### config.mk
export PLATFORM = sky130hd
export DESIGN_NAME = an_encoder_n37_flat
export DESIGN_NICKNAME = d
export VERILOG_FILES = /design/src/rtl/an_encoder_n37_pkg.sv /design/src/rtl/an_encoder_n37_if.sv /design/src/rtl/an_encoder_n37_residue_chk.sv /design/src/rtl/an_encoder_n37.sv /design/src/flat_wrapper.sv
export SDC_FILE = /design/constraint.sdc
export NUM_CORES = 1
export LEC_CHECK = 0
export CORE_ASPECT_RATIO = 1.5
export CORE_MARGIN = 2
export CORE_UTILIZATION = 40
export DETAILED_ROUTE_END_ITERATION = 8
export SKIP_CTS_REPAIR_TIMING = 1
export SYNTH_ARGS = -nofsm -noshare
export SYNTH_HDL_FRONTEND = slang
export SYNTH_SLANG_ARGS = --single-unit
### constraint.sdc
create_clock -name clk -period 8 [get_ports clk]
set_input_delay 0.8 -clock clk [delete_from_list [all_inputs] [get_ports clk]]
set_output_delay 0.8 -clock clk [all_outputs]
set_load 0.01 [all_outputs]
### src/rtl/an_encoder_n37_pkg.sv
// Shared constants, Barrett reduction constants and FSM state type for the AN-code (A = 37) encoder.
package an_code_pkg;

  localparam int unsigned A      = 37;
  localparam int unsigned A_W    = 6;
  localparam int unsigned DATA_W = 13;
  localparam int unsigned CW_W   = 18;
  localparam int unsigned IDX_W  = $clog2(A_W);

  // Largest data word whose product with A still fits in CW_W bits (7084).
  localparam int unsigned MAX_DATA = ((1 << CW_W) - 1) / A;

  // Barrett reduction: q ~= (x * BARRETT_MULT) >> BARRETT_SHIFT, off by at most one.
  localparam int unsigned BARRETT_SHIFT = 19;
  localparam int unsigned BARRETT_MULT  = (1 << BARRETT_SHIFT) / A;
  localparam int unsigned BARRETT_MW    = 14;

  localparam logic [A_W-1:0]    A_VEC        = A_W'(A);
  localparam logic [DATA_W-1:0] MAX_DATA_VEC = DATA_W'(MAX_DATA);

  typedef enum logic [1:0] {
    IDLE = 2'd0,
    ACC  = 2'd1,
    DONE = 2'd2
  } state_t;

endpackage

### src/rtl/an_encoder_n37_if.sv
// Source/sink handshake bundle of the AN encoder; slave is the encoder side.
interface an_encoder_n37_if;
  import an_code_pkg::*;

  logic              in_valid;
  logic              in_ready;
  logic [DATA_W-1:0] in_data;
  logic              out_valid;
  logic              out_ready;
  logic [CW_W-1:0]   codeword;
  logic              ovf;
  logic              chk_err;

  modport master (
    output in_valid, in_data, out_ready,
    input  in_ready, out_valid, codeword, ovf, chk_err
  );

  modport slave (
    input  in_valid, in_data, out_ready,
    output in_ready, out_valid, codeword, ovf, chk_err
  );

endinterface

### src/rtl/an_encoder_n37_residue_chk.sv
// Combinational codeword mod A via Barrett reduction with a single correction step.
module an_residue_chk
  import an_code_pkg::*;
(
  input  logic [CW_W-1:0] codeword,
  output logic [A_W-1:0]  residue
);

  localparam int unsigned PROD_W = CW_W + BARRETT_MW;
  localparam int unsigned Q_W    = PROD_W - BARRETT_SHIFT;

  logic [PROD_W-1:0] prod;
  logic [Q_W-1:0]    quot;
  logic [CW_W-1:0]   q_times_a;
  logic [CW_W-1:0]   rem_raw;

  assign prod      = PROD_W'(codeword) * PROD_W'(BARRETT_MULT);
  assign quot      = prod[PROD_W-1:BARRETT_SHIFT];
  assign q_times_a = CW_W'(quot) * CW_W'(A);
  assign rem_raw   = codeword - q_times_a;

  // The truncated multiplier underestimates the quotient by at most one.
  assign residue = (rem_raw >= CW_W'(A)) ? A_W'(rem_raw - CW_W'(A)) : A_W'(rem_raw);

endmodule

### src/rtl/an_encoder_n37.sv
// Multi-cycle AN encoder: codeword = data * 37 by shift-add, one bit of A per cycle.
// Optional residue self-check enabled with AN_ENC_SELFCHECK_EN.
module an_encoder_n37
  import an_code_pkg::*;
(
  input  logic             clk,
  input  logic             rst_n,
  an_encoder_n37_if.slave  bus
);

  state_t           state_reg, state_next;
  logic [CW_W-1:0]  acc_reg, acc_next;
  logic [CW_W-1:0]  operand_reg, operand_next;
  logic [IDX_W-1:0] bit_idx_reg, bit_idx_next;
  logic             ovf_reg, ovf_next;

  always_ff @(posedge clk or negedge rst_n) begin
    if (!rst_n) begin
      state_reg   <= IDLE;
      acc_reg     <= '0;
      operand_reg <= '0;
      bit_idx_reg <= '0;
      ovf_reg     <= 1'b0;
    end else begin
      state_reg   <= state_next;
      acc_reg     <= acc_next;
      operand_reg <= operand_next;
      bit_idx_reg <= bit_idx_next;
      ovf_reg     <= ovf_next;
    end
  end

  always_comb begin
    state_next   = state_reg;
    acc_next     = acc_reg;
    operand_next = operand_reg;
    bit_idx_next = bit_idx_reg;
    ovf_next     = ovf_reg;
    case (state_reg)
      IDLE: begin
        if (bus.in_valid) begin
          operand_next = CW_W'(bus.in_data);
          acc_next     = '0;
          bit_idx_next = '0;
          ovf_next     = (bus.in_data > MAX_DATA_VEC);
          state_next   = ACC;
        end
      end
      ACC: begin
        // An out-of-range word spends exactly one cycle here, giving the fixed 1-cycle overflow latency.
        if (ovf_reg) begin
          acc_next   = '0;
          state_next = DONE;
        end else begin
          if (A_VEC[bit_idx_reg]) begin
            acc_next = acc_reg + (operand_reg << bit_idx_reg);
          end
          if (bit_idx_reg == IDX_W'(A_W - 1)) begin
            state_next = DONE;
          end else begin
            bit_idx_next = bit_idx_reg + 1'b1;
          end
        end
      end
      DONE: begin
        if (bus.out_ready) begin
          state_next = IDLE;
        end
      end
      default: begin
        state_next = IDLE;
      end
    endcase
  end

  assign bus.in_ready  = (state_reg == IDLE);
  assign bus.out_valid = (state_reg == DONE);
  assign bus.codeword  = acc_reg;
  assign bus.ovf       = ovf_reg;

`ifdef AN_ENC_SELFCHECK_EN
  logic [A_W-1:0] residue;
  logic           chk_err_reg, chk_err_next;

  // Checking acc_next lets the flag become valid on the same edge as out_valid.
  an_residue_chk u_residue_chk (
    .codeword (acc_next),
    .residue  (residue)
  );

  always_comb begin
    chk_err_next = 1'b0;
    if (state_next == DONE) begin
      if (state_reg != DONE) begin
        chk_err_next = (residue != '0) && !ovf_next;
      end else begin
        chk_err_next = chk_err_reg;
      end
    end
  end

  always_ff @(posedge clk or negedge rst_n) begin
    if (!rst_n) begin
      chk_err_reg <= 1'b0;
    end else begin
      chk_err_reg <= chk_err_next;
    end
  end

  assign bus.chk_err = chk_err_reg;
`else
  assign bus.chk_err = 1'b0;
`endif

endmodule
### src/flat_wrapper.sv
// flat-port wrapper written by rule: the top's interface ports become plain ports
module an_encoder_n37_flat import an_code_pkg::*;
  (clk, rst_n, bus_in_valid, bus_in_data, bus_out_ready, bus_in_ready, bus_out_valid, bus_codeword, bus_ovf, bus_chk_err);
  an_encoder_n37_if bus_i ();
  input  logic clk;
  input  logic rst_n;
  input wire logic [$bits(bus_i.in_valid)-1:0] bus_in_valid;
  input wire logic [$bits(bus_i.in_data)-1:0] bus_in_data;
  input wire logic [$bits(bus_i.out_ready)-1:0] bus_out_ready;
  output wire logic [$bits(bus_i.in_ready)-1:0] bus_in_ready;
  output wire logic [$bits(bus_i.out_valid)-1:0] bus_out_valid;
  output wire logic [$bits(bus_i.codeword)-1:0] bus_codeword;
  output wire logic [$bits(bus_i.ovf)-1:0] bus_ovf;
  output wire logic [$bits(bus_i.chk_err)-1:0] bus_chk_err;
  assign bus_i.in_valid = bus_in_valid;
  assign bus_i.in_data = bus_in_data;
  assign bus_i.out_ready = bus_out_ready;
  assign bus_in_ready = bus_i.in_ready;
  assign bus_out_valid = bus_i.out_valid;
  assign bus_codeword = bus_i.codeword;
  assign bus_ovf = bus_i.ovf;
  assign bus_chk_err = bus_i.chk_err;
  an_encoder_n37 u_core (.clk(clk), .rst_n(rst_n), .bus(bus_i));
endmodule
* After elaboration in Yosys (flattened, before gate mapping)
Memories as Yosys holds them, arrays and structs flattened.
Cells that the tools add are included.
** Operators by class
- Add/sub/neg operators :: 2
- $lt $le $gt $ge :: 2
- Equal/unequal tests :: 9
- Shift operators :: 1
- Mux-type cells :: 14
- Reduce and logical (&&, ||, !) cells :: 6
** Operator list (number)
- 2-to-1 mux 18 bit :: 3
- one-hot mux 18 bit (2 select lines) :: 1
- adder 18 bit :: 1
- left shift 13 x 3 -> 18 bit :: 1
- greater-than comparator 13 bit (second input constant) :: 1
- 2-to-1 mux 3 bit :: 3
- 2-to-1 mux 2 bit :: 4
- != test 2 bit (second input constant) :: 4
- != test 3 x 1 -> 1 bit (second input constant) :: 2
- one-hot mux 2 bit (3 select lines) :: 1
- one-hot mux 3 bit (2 select lines) :: 1
- AND reduction 3 bit :: 2
- less-than comparator 3 x 4 -> 1 bit (second input constant) :: 1
- AND reduction 4 bit :: 1
- adder 3 x 1 -> 3 bit (second input constant) :: 1
- == test 3 bit (second input constant) :: 1
- == test 2 x 1 -> 1 bit (second input constant) :: 1
- == test 2 bit (second input constant) :: 1
- logical NOT 2 bit :: 1
- AND reduction 2 bit :: 1
- nonzero test 2 bit :: 1
- 2-to-1 mux 1 bit :: 1
** Storage, ports and cells
- Bits in registers :: 37
- Memory bits (read-only) :: 8
- Bits of input ports :: 17
- Output and inout bits :: 22
- Word-level logic and storage cells :: 40
- Memories :: 1
** Memory list
- (name not given) :: depth 8, width 1, read ports 1, clocked after Yosys merged registers in 0, wr ports 0, line an_encoder_n37.sv:55 : if (A_VEC[bit_idx_reg]) begin

* Logic depth before layout (Yosys ltp)
Gate-level depths: netlist (run 1).
- Word-level depth :: 5
- Mapped depth :: 15
- Gate-level depth less buffers :: 13

* Worst setup path before layout (run 1)
Ideal clock, no wire load.
- Path type :: reg2reg
- Start point :: reg u_core.bit_idx_reg[1]
- End point :: reg u_core.acc_reg[17] (netlist: u_core.bus.codeword[17])
- Setup time :: 0.080 ns
- Arrival :: 3.064 ns
- Required time :: 7.920 ns
- Path slack :: 4.856 ns
- Cell stages (with the launch flop) :: 15
- Buffers on the path :: 2
- Clock period less this slack :: 3.144 ns
- Cell sequence :: dfrtp_1 -> buf_2 -> buf_1 -> mux2i_1 -> nand2_1 -> nand2_1 -> nor2_1 -> ha_1 -> a21o_1 -> a21oi_1 -> a21oi_1 -> o31ai_1 -> a21oi_1 -> or4b_4 -> o211ai_2
** Between the ends
- Cells in the longest elaborated chain, start to end :: 5
- Elaborated cells on any way between the ends :: 9
- Those cells by class :: 1 x add/sub; 1 x eq/ne; 1 x shift; 4 x mux; 1 x reduce/logical; 1 x memory
** RTL lines
- from (decl) :: line an_encoder_n37.sv:14 : logic [IDX_W-1:0] bit_idx_reg, bit_idx_next;
- from (signal assigned) :: line an_encoder_n37.sv:28 : bit_idx_reg <= bit_idx_next;
- left shift 13 x 3 -> 18 bit :: line an_encoder_n37.sv:56 : acc_next = acc_reg + (operand_reg << bit_idx_reg);
- adder 18 bit :: line an_encoder_n37.sv:56
- 2-to-1 mux 18 bit :: line an_encoder_n37.sv:55
- 2-to-1 mux 18 bit :: line an_encoder_n37.sv:51 : if (ovf_reg) begin
- one-hot mux 18 bit (2 select lines) :: line an_encoder_n37.sv:39 : case (state_reg)
- to (signal assigned) :: line an_encoder_n37.sv:26 : acc_reg <= acc_next;
- to (decl) :: line an_encoder_n37.sv:12 : logic [CW_W-1:0] acc_reg, acc_next;
Several ways; a longest one is shown, not always the timed one. The select of a mux whose other input is x is not followed.
A chain may end at the register's enable or synchronous reset.

* Worst setup path after layout (run 1)
Same ends and word-level chain as after synthesis.

==> results.ini, run 1 <==
[setup_path]
worst_ep_required_time_ns = 8.21
worstSetupPathType = reg2reg
critical-path-max-stage-delay_ns = 0.78
critPathMaxFanout = 18
end_kind = flop
crit_arrival_ns = 3.77
path_delay_family = compound AO/OA/AOI/OAI gates
start_kind = flop
crit_buf_inv = 0
crit_chain = mux2_2 > o21ai_0 > mux2i_1 > ha_1 > a21oi_1 > o21ai_0 > o31ai_1 > a21oi_1 > or4b_4 > o211ai_2
r2r-start = u_core.bit_idx_reg[1]$_DFFE_PN0P_
crit_slowest_cell = dfrtp_1
crit_path_start = u_core.bit_idx_reg[1]$_DFFE_PN0P_

[timing]
max-slew-margin-rel_pct = 41.28
drv_slew = 0
setup_slack_ns = 4.441
hold_viol_final = 0
tightest_slew_ns = 0.8741
tns_ns = 0
hold_ws_ns = 0.5215
fin_crit_ns = 3.559
fin_crit_sh_pct = 44.49
grt_setup_unrepaired = false
max_freq_mhz = 280.9
setup_viol = 0
fin_worst_skew_ns = 0.007316

[cts]
htree_levels = 2
clock_latency_ns = 0.29
cts_buffers = 5
cts_tree = built
clock_path_buffers = 2
cts_num_sinks = 37
clk_pin_slew_worst_paths_ns = 0.08
clockRootBuffer = clkbuf_8

[route]
wl_per_cell_um = 14.76
routed_wl_um = 6272
drc = 0
drt_iter0_markers = 80
vias = 2357
ant_nets = 0
vias_per_cell = 5.546
drt_pass1_iterations = 4

[finish]
utilization_pct = 48.43
fillers = 693
area_growth_pct = 17.40
final_nets = 383
mostFrequentLayoutCell = nand2_1
layout_common_cells = nand2_1, dfrtp_1, clkdlybuf4s50_1
largest_reg_flops = 18
antenna_cells = 0
drive_above_1_share_pct = 9.222

[global_route]
antenna_found_initial = 0
grt_pass1_wl_um = 10710
grt_max_degree = 38
grt.total_usage_pct = 17.41
grt_overflow = 0
first_global_vias = 2306

[placement]
gp_congestion = 0.8629
post-dp-hpwl_um = 4959
io_buffer_count = 37
pre_cts_ws_ns = 4.423

[synthesis]
synth.ff_latch_count = 37
synth_cells = 324
post_synth.cell_area_avg_sq_um = 8.724
synth_nets = 361
synth_area_leaders = dfrtp_1, ha_1, mux2_2
yosys.area.top_type = dfrtp_1
yosysUniqueCellTypes = 49
yosys_warnings = 0
synth.yosys.seq_area_share_pct = 32.76
synth_top_area_share_pct = 32.76
ys_async_sr_fraction_pct = 100.0
synth_area_sq_um = 2826
synth_edf_count = 0
synth_ff_type = dfrtp_1

[worst_hold_path]
hp-start = u_core.bus.codeword[4]$_DFFE_PN0P_
min_path_type = reg2reg

[floorplanning]
dieArea_sq_um = 7769
die_width_um = 72.64
std_cell_rows = 37
core_area_sq_um = 6852
io_pins = 39
fp.dieH_um = 107.0
start_util_pct = 41.25

[job]
maxCapViolations = 0

[run_status]
outcome = complete, no violations

## final cells by class
cell class                 count  area (sq um)  share of cell area, %
multi-input combinational    256          1762                  53.09
sequential                    37         925.9                  27.90
timing repair buffer          37         365.4                  11.01
tap                           78         97.59                  2.941
clock buffer                   5         68.82                  2.074
clock inverter                 3         65.06                  1.961
inverter                       9         33.78                  1.018
## stage by stage
| step | area, sq um | cells |
|---|---|---|
| 6_report | 3318 | 425 |
| 5_1_grt | 3318 | 425 |
| 4_1_cts | 3318 | 425 |
| 3_5_place_dp | 3184 | 417 |
| 3_3_place_gp | 3184 | 417 |
| 2_1_floorplan | 2826 | 324 |
## cells in the mapped netlist, drive strengths merged, types with 5 or more instances
master   n
o31ai    5
a21oi   17
nand2   46
nand4    6
a21o     7
xnor2    5
mux2i   12
mux2    19
inv      9
dfrtp   37
nand3   10
buf      9
o21ai   31
nand2b   6
xor2     8
clkbuf  13
o211ai   8
nor2    17
ha      19
## final timing paths
path | to | slack, ns | depth (start not counted)
worst min-delay path | u_core.bus.codeword[4]$_DFFE_PN0P_ | 0.52 | 2
max in group asynchronous | u_core.bit_idx_reg[0]$_DFFE_PN0P_ | 6.89 | 1
worst max-delay path | u_core.bus.codeword[17]$_DFFE_PN0P_ | 4.44 | 10
worst min register to register | u_core.bus.codeword[4]$_DFFE_PN0P_ | 0.52 | 2
worst max register to register | u_core.bus.codeword[17]$_DFFE_PN0P_ | 4.44 | 10
min in group asynchronous | u_core.bus.codeword[4]$_DFFE_PN0P_ | 0.60 | 1
## layer usage
| metal | global-route usage [%] | part of all wire [%] |
|---|---|---|
| met1 | 20.81 | 44 |
| met2 | 31.10 | 52 |
| met3 | 2.632 | 2.7 |
| met4 | 5.820 | 2.0 |
| met5 | 0 | 0 |
## tightest hold or removal path: cells and delay by family (launching register included)
| family | cells | cell delay [ns] |
|---|---|---|
| AOI/OAI and AO/OA | 1 | 0.06 |
| DFF | 1 | 0.37 |
| and+or+nand+nor | 1 | 0.05 |
## logic make-up after synthesis
family,share of synthesized area [%]
and+or+nand+nor,16.56
AOI/OAI and AO/OA,20.67
DFF,32.76
muxes,11.82
buffers and inverters,4.914
adders and majority gates,9.119
xor gates and xnor gates,4.028
other,0.1327
Power of run 1 is not shown: default switching activity piles up to over one toggle a cycle in this logic, so the estimate is an artifact.
==> inputs of run 2 (changes only) <==
Clock period 8 ns to 3 ns, I/O delays scaled along.
==> run 2 against run 1 <==
  * Die area stayed put
  * Global-route usage is 1.8 points higher
  * Non-clock buffer count is 45 higher
  * Register-to-register slack worse by 4.3 ns
  * Final cell count is 11% higher
  * Maximum frequency is 23% higher
  * Sequential share of layout area is 3.4 points lower
  * Flip-flop and latch count stayed put
  * First-iteration DRC count is 20% higher
  * Critical path type unchanged
  * Critical endpoint unchanged
  * Highest routed layer unchanged
==> results.ini, run 2 (synthesized netlist as in run 1, its figures left out) <==
[run_status]
outcome = complete, no violations

[floorplanning]
std_cell_rows = 37  ; unchanged
dieArea_sq_um = 7769  ; unchanged
io_pins = 39  ; unchanged
start_util_pct = 41.25  ; unchanged
fp.dieH_um = 107.0  ; unchanged
die_width_um = 72.64  ; unchanged
core_area_sq_um = 6852  ; unchanged

[finish]
mostFrequentLayoutCell = nand2_1
utilization_pct = 55.33  ; +6.9 points
fillers = 641  ; -7.5%
fin_area_sq_um = 3791  ; +14%
final_nets = 428  ; +12%
largest_reg_flops = 18  ; unchanged
regArea_sq_um = 928.4  ; +0.27%
multiInputGateArea_sq_um = 1884  ; +7.0%
layout_common_cells = nand2_1, buf_4, clkdlybuf4s50_1
antenna_cells = 0  ; unchanged
area_growth_pct = 34.13
drive_above_1_share_pct = 26.28  ; +17 points

[setup_path]
worstSetupPathType = reg2reg
start_kind = flop
critPathMaxFanout = 6  ; -12
crit_arrival_ns = 3.11  ; -0.66 ns
worst_ep_required_time_ns = 3.21  ; -5.00 ns
end_kind = flop

[placement]
post-dp-hpwl_um = 5463  ; +10%
gp_congestion = 0.8875  ; +2.9%
io_buffer_count = 37  ; unchanged
place_area_sq_um = 3512  ; +10%

[global_route]
grt_pass1_wl_um = 11870  ; +11%
antenna_found_initial = 0  ; unchanged
grt_overflow = 0  ; unchanged
grt.total_usage_pct = 19.24  ; +1.8 points
first_global_vias = 2608  ; +13%
grt_max_degree = 38  ; unchanged

[timing]
tns_ns = 0  ; unchanged
setup_viol = 0  ; unchanged
fin_worst_skew_ns = 0.005164  ; -0.002152 ns
fin_crit_sh_pct = 96.59  ; +52 points
fin_crit_ns = 2.898  ; -0.6619 ns
max_freq_mhz = 345.1  ; +23%
hold_viol_final = 0  ; unchanged
hold_ws_ns = 0.1056  ; -0.4158 ns
max-slew-margin-rel_pct = 44.93  ; +3.7 points
drv_slew = 0  ; unchanged
tightest_slew_ns = 0.8261  ; -0.04803 ns
grt_setup_unrepaired = true

[route]
drt_pass1_iterations = 4  ; unchanged
ant_nets = 0  ; unchanged
routed_wl_um = 7010  ; +12%
drt_iter0_markers = 96  ; +20%
wl_per_cell_um = 14.91  ; +1.1%
vias_per_cell = 5.500  ; -0.83%
vias = 2585  ; +9.7%
drc = 0  ; unchanged

[cts]
clockRootBuffer = clkbuf_8
cts_buffers = 5  ; unchanged
clock_path_buffers = 2  ; unchanged
clock_latency_ns = 0.29  ; about the same
cts_num_sinks = 37  ; unchanged
htree_levels = 2  ; unchanged
cts_tree = built
clk_pin_slew_worst_paths_ns = 0.08  ; about the same

[job]
maxCapViolations = 0  ; unchanged

[worst_hold_path]
min_path_type = in2async

run 2: final cells by class:
type,count,share of cell area [%]
clock buffers,6,2.178
clock inverters,2,0.9901
inverters,9,0.8911
multi-input cells,256,49.70
flip-flops and latches,37,24.49
well taps,78,2.574
repair buffers,82,19.17
run 2: worst max-delay path: stages, from the launching register on:
cell and delay (ns):
dfrtp_2 0.45, buf_6 0.15, mux2_4 0.30, o211ai_1 0.22, o31ai_2 0.11, ha_1 0.37, nand2_2 0.09, o21a_1 0.21
a21oi_2 0.18, o31ai_4 0.11, nand3_1 0.09, or4b_4 0.47, o211ai_2 0.08
run 2: worst paths after layout:
| path | from | endpoint | slack (ns) | cells past startpoint |
|---|---|---|---|---|
| worst max-delay path | u_core.bit_idx_reg[1]$_DFFE_PN0P_ | u_core.bus.codeword[17]$_DFFE_PN0P_ | 0.10 | 12 |
| worst min-delay path | rst_n | u_core.bus.codeword[4]$_DFFE_PN0P_ | 0.11 | 1 |
| worst max register to register | u_core.bit_idx_reg[1]$_DFFE_PN0P_ | u_core.bus.codeword[17]$_DFFE_PN0P_ | 0.10 | 12 |
| worst min register to register | u_core.operand_reg[8]$_DFFE_PN0P_ | u_core.operand_reg[8]$_DFFE_PN0P_ | 0.53 | 1 |
| max in group asynchronous | rst_n | u_core.bit_idx_reg[1]$_DFFE_PN0P_ | 2.32 | 1 |
| min in group clk | u_core.operand_reg[8]$_DFFE_PN0P_ | u_core.operand_reg[8]$_DFFE_PN0P_ | 0.53 | 1 |
run 2: per-stage QoR:
stage / std cells / setup slack, ns
6_report: 470 / 0.1024
5_1_grt: 470 / -0.08494
4_1_cts: 467 / -0.1795
3_5_place_dp: 459 / -0.1640
3_3_place_gp: 459 / -0.1358
2_1_floorplan: 324 / 0.01368
run 2: routing by layer:
metal	vias up	track usage (%)	part of all wire, %
met5	-	0	0
met1	1231	22.95	42
li1	1295	-	-
met3	11	2.444	2.5
met2	48	34.87	54
met4	0	6.217	2.0
Power of run 2 is left out for the same reason.
==> inputs of run 3 (changes only) <==
Settings changed: GPL_ROUTABILITY_DRIVEN set to 0.
==> run 3 against run 2 <==
  * First-iteration DRC count fell by 5.2%
  * Global-route usage fell by 0.51 points
  * Cell area increased by 0.53%
  * Worst setup slack lost 0.067 ns
  * Critical endpoint unchanged
  * Largest cell class unchanged
  * Wire length grew 1.1%
  * Count of clock-buffer cells in the layout did not move
  * Clock skew rose by 0.0020 ns
  * Critical path depth is 1 lower
==> results.ini, run 3 (synthesized netlist as in run 1, its figures left out) <==
[route]
ant_nets = 0  ; unchanged
wl_per_cell_um = 15.04  ; +0.87%
drt_pass1_iterations = 4  ; unchanged
routed_wl_um = 7086  ; +1.1%
vias = 2594  ; +0.35%
drc = 0  ; unchanged
drt_iter0_markers = 91  ; -5.2%
vias_per_cell = 5.507  ; +0.14%

[placement]
post-dp-hpwl_um = 5306  ; -2.9%
io_buffer_count = 37  ; unchanged
pre_cts_ws_ns = -0.1092  ; +0.05478 ns
place_inst = 454  ; -1.1%

[timing]
drv_slew = 0  ; unchanged
fin_worst_skew_ns = 0.007212  ; +0.002048 ns
setup_slack_ns = 0.03498  ; -0.06739 ns
fin_crit_sh_pct = 98.83  ; +2.2 points
tightest_slew_ns = 0.8202  ; -0.005892 ns
tns_ns = 0  ; unchanged
grt_setup_unrepaired = true
hold_ws_ns = 0.09584  ; -0.009792 ns
max-slew-margin-rel_pct = 45.32  ; +0.39 points
setup_viol = 0  ; unchanged
max_freq_mhz = 337.3  ; -2.3%
fin_crit_ns = 2.965  ; +0.06739 ns
hold_viol_final = 0  ; unchanged

[setup_path]
crit_arrival_ns = 3.19  ; +0.08 ns
crit_buf_inv = 1  ; unchanged
r2r_cells = 11  ; -1
worstSetupPathType = reg2reg
start_kind = flop
crit_chain = buf_6 > mux2_2 > o21ai_2 > o21ai_0 > ha_2 > a21oi_1 > nand2_2 > o31ai_4 > a21oi_2 > or4b_4 > o211ai_2
crit_cells = 11  ; -1
end_kind = flop
path_delay_family = compound AO/OA/AOI/OAI gates
crit_slowest_cell = or4b_4
critical-path-max-stage-delay_ns = 0.49  ; +0.02 ns
worst_ep_required_time_ns = 3.22  ; about the same
critPathMaxFanout = 6  ; unchanged

[floorplanning]
core_area_sq_um = 6852  ; unchanged
std_cell_rows = 37  ; unchanged
die_width_um = 72.64  ; unchanged
start_util_pct = 41.25  ; unchanged
fp.dieH_um = 107.0  ; unchanged
dieArea_sq_um = 7769  ; unchanged
io_pins = 39  ; unchanged

[finish]
drive_above_1_share_pct = 27.23  ; +0.95 points
mostFrequentLayoutCell = nand2_1
final_nets = 429  ; +0.23%
layout_common_cells = nand2_1, buf_4, clkdlybuf4s50_1, dfrtp_1, o21ai_0
antenna_cells = 0  ; unchanged
fin_cells = 471  ; +0.21%
largest_reg_flops = 18  ; unchanged
area_growth_pct = 34.84

[cts]
clock_path_buffers = 2  ; unchanged
cts_tree = built
clockRootBuffer = clkbuf_8
cts_buffers = 5  ; unchanged
cts_num_sinks = 37  ; unchanged
clk_pin_slew_worst_paths_ns = 0.08  ; about the same
htree_levels = 2  ; unchanged
clock_latency_ns = 0.30  ; about the same

[global_route]
grt_max_degree = 38  ; unchanged
grt_pass1_wl_um = 11500  ; -3.1%
antenna_found_initial = 0  ; unchanged
grt.total_usage_pct = 18.73  ; -0.51 points
first_global_vias = 2593  ; -0.58%
grt_overflow = 0  ; unchanged

[worst_hold_path]
min_path_type = in2async

[run_status]
outcome = complete, no violations

[job]
maxCapViolations = 0  ; unchanged

[run 3: cell types whose count changed in the layout (fill, tap and decap cells not counted), sizes merged]
cell / before / now
bufinv: 1 / 0
buf: 46 / 47
clkinvlp: 1 / 0
clkinv: 0 / 2
[run 3: final timing paths]
check                                                   start                                   to  slack (ns)
max in group asynchronous                               rst_n    u_core.bit_idx_reg[1]$_DFFE_PN0P_        2.33
max                         u_core.bit_idx_reg[1]$_DFFE_PN0P_  u_core.bus.codeword[17]$_DFFE_PN0P_        0.03
min reg2reg                u_core.bus.codeword[6]$_DFFE_PN0P_   u_core.bus.codeword[6]$_DFFE_PN0P_        0.53
min in group clk           u_core.bus.codeword[6]$_DFFE_PN0P_   u_core.bus.codeword[6]$_DFFE_PN0P_        0.53
min                                                     rst_n   u_core.bus.codeword[3]$_DFFE_PN0P_         0.1
max reg2reg                 u_core.bit_idx_reg[1]$_DFFE_PN0P_  u_core.bus.codeword[17]$_DFFE_PN0P_        0.03
[run 3: area by class of cell]
type                       count  area [sq um]
fill                         646          3040
inverter                       9         33.78
clock buffer                   6         72.57
tap                           78         97.59
sequential                    37         927.1
multi-input combinational    256          1934
timing repair buffer          83         735.7
clock inverter                 2         10.01
[run 3: stage by stage]
stage / utilization, % / instance area (sq um)
2_1_floorplan: - / 2829
5_1_grt: 55.62 / 3811
3_5_place_dp: 50.71 / 3475
4_1_cts: 51.92 / 3557
3_3_place_gp: 50.71 / 3475
6_report: 55.62 / 3811
[run 3: worst register-to-register path, stage by stage (launching register included)]
cell	delay, ns
dfrtp_2	0.43
buf_6	0.14
mux2_2	0.37
o21ai_2	0.15
o21ai_0	0.11
ha_2	0.34
a21oi_1	0.24
nand2_2	0.12
o31ai_4	0.31
a21oi_2	0.10
or4b_4	0.49
o211ai_2	0.08
[run 3: routing by layer]
metal  track usage (%)  share of wire [%]  up-vias
li1                  -                  -     1303
met1             21.28                 41     1245
met2             35.06                 55       39
met3             2.256                2.1        7
met4             6.349                1.2        0
met5                 0                  0        -
Power of run 3 is left out for the same reason.
==> RTL edit (config.mk and constraints of run 1) <==
Add a define of `AN_ENC_SELFCHECK_EN`.
--- a/src/rtl/an_encoder_n37.sv
+++ b/src/rtl/an_encoder_n37.sv
@@ -1,4 +1,6 @@
 // Multi-cycle AN encoder: codeword = data * 37 by shift-add, one bit of A per cycle.
 // Optional residue self-check enabled with AN_ENC_SELFCHECK_EN.
+`define AN_ENC_SELFCHECK_EN
+
 module an_encoder_n37
   import an_code_pkg::*;
Function: no difference found for any inputs over 4 cycles, from zero or initial values and one cycle with rst_n low; that may be too few to reach the edited logic, so the function may still have changed.
==> RTL edit against run 1 <==
  * The run now ends with negative setup slack left
  * Sequential cell count up 1
  * Final cell count rose to 4.0 times the old value
  * Non-clock buffer count up 307
  * Routed wire length grew to 4.6 times the old value
  * Clock skew is 0.0013 ns higher
  * Final area rose to 4.0 times the old value
  * Count of clock-buffer cells in the layout unchanged
  * Area after synthesis grew to 3.4 times the old value
  * First-iteration DRC count increased to 4.1 times the old value
  * Worst setup slack lost 7.8 ns
  * Utilization is 7.4 points higher
  * Critical path type unchanged
  * Critical endpoint is now u_core.bus.chk_err
  * Largest cell class unchanged
Power is not shown: default switching activity piles up to over one toggle a cycle in this logic, so the estimate is an artifact.
==> RTL edit: results (changes against run 1) <==
Timing
  • # setup viols final: 1 (was 0)
  • Final WS setup: -3.378 ns (was 4.441 ns)
  • TNS Setup: -3.378 ns (was 0 ns)
  • Clock skew: 0.008619 ns (was 0.007316 ns)
  • Tightest Pin Transition: 0.9607 ns (was 0.8741 ns)

Logic synthesis
  • Ys flop type: dfrtp_1 (unchanged)
  • Library cells used by synthesis: 78 (was 49)
  • Xor/xnor share of the synthesized area: 3.963% (was 4.028%)
  • Post-synthesis mux area share: 2.842% (was 11.82%)
  • Yosys warnings: 0 (unchanged)
  • Cell count after synthesis: 1034 (was 324)
  • Top cells by area, synth: fa_1 (25%), ha_1 (25%), dfrtp_1 (9.9%) (was dfrtp_1 (33%), ha_1 (8.4%), mux2_2 (7.6%))
  • Adder-Cell Fraction of Synth Area: 49.54% (was 9.119%)
  • Complex-gate fraction of the synthesized area: 14.68% (was 20.67%)
  • Async SR Flop Fraction: 100.0% (unchanged)
  • Syn_nets: 1359 (was 361)
  • Register area share after synthesis: 9.909% (was 32.76%)
  • Synth top cells by count: inv_1 (230), ha_1 (188), fa_1 (120) (was nand2_1 (46), dfrtp_1 (37), o21ai_0 (31))

Clock tree
  • H-tree depth: 2 (unchanged)
  • Maximum clock path buffer count: 2 (unchanged)
  • Worst skew pair latency: 0.29 ns (about the same)
  • Clock slew at reported path FFs: 0.06 ns (was 0.08 ns)
  • CTS Buf Count: 5 (unchanged)
  • Clock root buffer: clkbuf_16 (was clkbuf_8)

Routing
  • Routed length per instance: 17.20 um (was 14.76 um)
  • Drt pass-1 iters: 4 (unchanged)
  • DRT iter0 DRCs: 324 (was 80)
  • Vias per inst: 5.044 (was 5.546)
  • Via count: 8515 (was 2357)
  • DR WL met2: 16440 um (was 3246 um)
  • Top sig layer: met4 (unchanged)
  • Met3 WL: 541 um (was 170 um)
  • M1 WL: 10810 um (was 2731 um)

Cells and area
  • N_diodes: 0 (unchanged)
  • Max FFs per register: 18 (unchanged)
  • Final net count: 1694 (was 383)
  • Fraction of final layout cells sized beyond drive strength 1: 30.53% (was 9.222%)

Placement
  • Place WS: -3.666 ns (was 4.423 ns)
  • HPWL after DPL: 25580 um (was 4959 um)
  • Placement Cell Area: 12780 um2 (was 3184 um2)
  • Placer Congestion: 0.9510 (was 0.8629)
  • IO buf count: 38 (was 37)

GRT
  • Met3 usage: 1.380% (was 2.632%)
  • Initial antenna violation count: 0 (unchanged)
  • GRT met1 Usage: 24.86% (was 20.81%)
  • Gr usage total: 23.83% (was 17.41%)
  • Vias in the first global route: 9437 (was 2306)
  • First-pass GRT wire length: 46920 um (was 10710 um)
  • Largest net degree at the start of global routing: 39 (was 38)
  • M2 GR Usage: 47.92% (was 31.10%)

Critical path
  • Delay-heaviest family, CP: adder cells (was compound AO/OA/AOI/OAI gates)
  • Worst path arrival time: 11.58 ns (was 3.77 ns)
  • CP Max Fanout: 6 (was 18)
  • Max incr delay on CP: 0.54 ns (was 0.78 ns)
  • Slowest cell on the critical path: fa_1 (was dfrtp_1)

Outcome
  • Failing checks: negative setup slack
  • Outcome: finished, violations left (was finished clean)

Min path
  • Hold crit path type: reg -> reg (unchanged)
-- RTL edit: worst paths after layout --
check | startpoint | to | slack (ns) | depth (start not counted)
min reg2reg | u_core.operand_reg[8] | u_core.operand_reg[8] | 0.51 | 2
min | u_core.operand_reg[8] | u_core.operand_reg[8] | 0.51 | 2
max in group asynchronous | rst_n | u_core.bit_idx_reg[1] | 6.67 | 1
max reg2reg | u_core.bit_idx_reg[1] | u_core.bus.chk_err | -3.38 | 45
min in group asynchronous | rst_n | u_core.bus.codeword[0] | 0.66 | 1
max | u_core.bit_idx_reg[1] | u_core.bus.chk_err | -3.38 | 45
-- RTL edit: final cells by class --
class | count | area (um2)
clock buffers | 5 | 125.1
multi-input cells | 750 | 8178
clock inverters | 2 | 10.01
fillers | 2145 | 10450
inverters | 230 | 863.3
flip-flops and latches | 38 | 952.2
repair buffers | 344 | 2676
well taps | 319 | 399.1
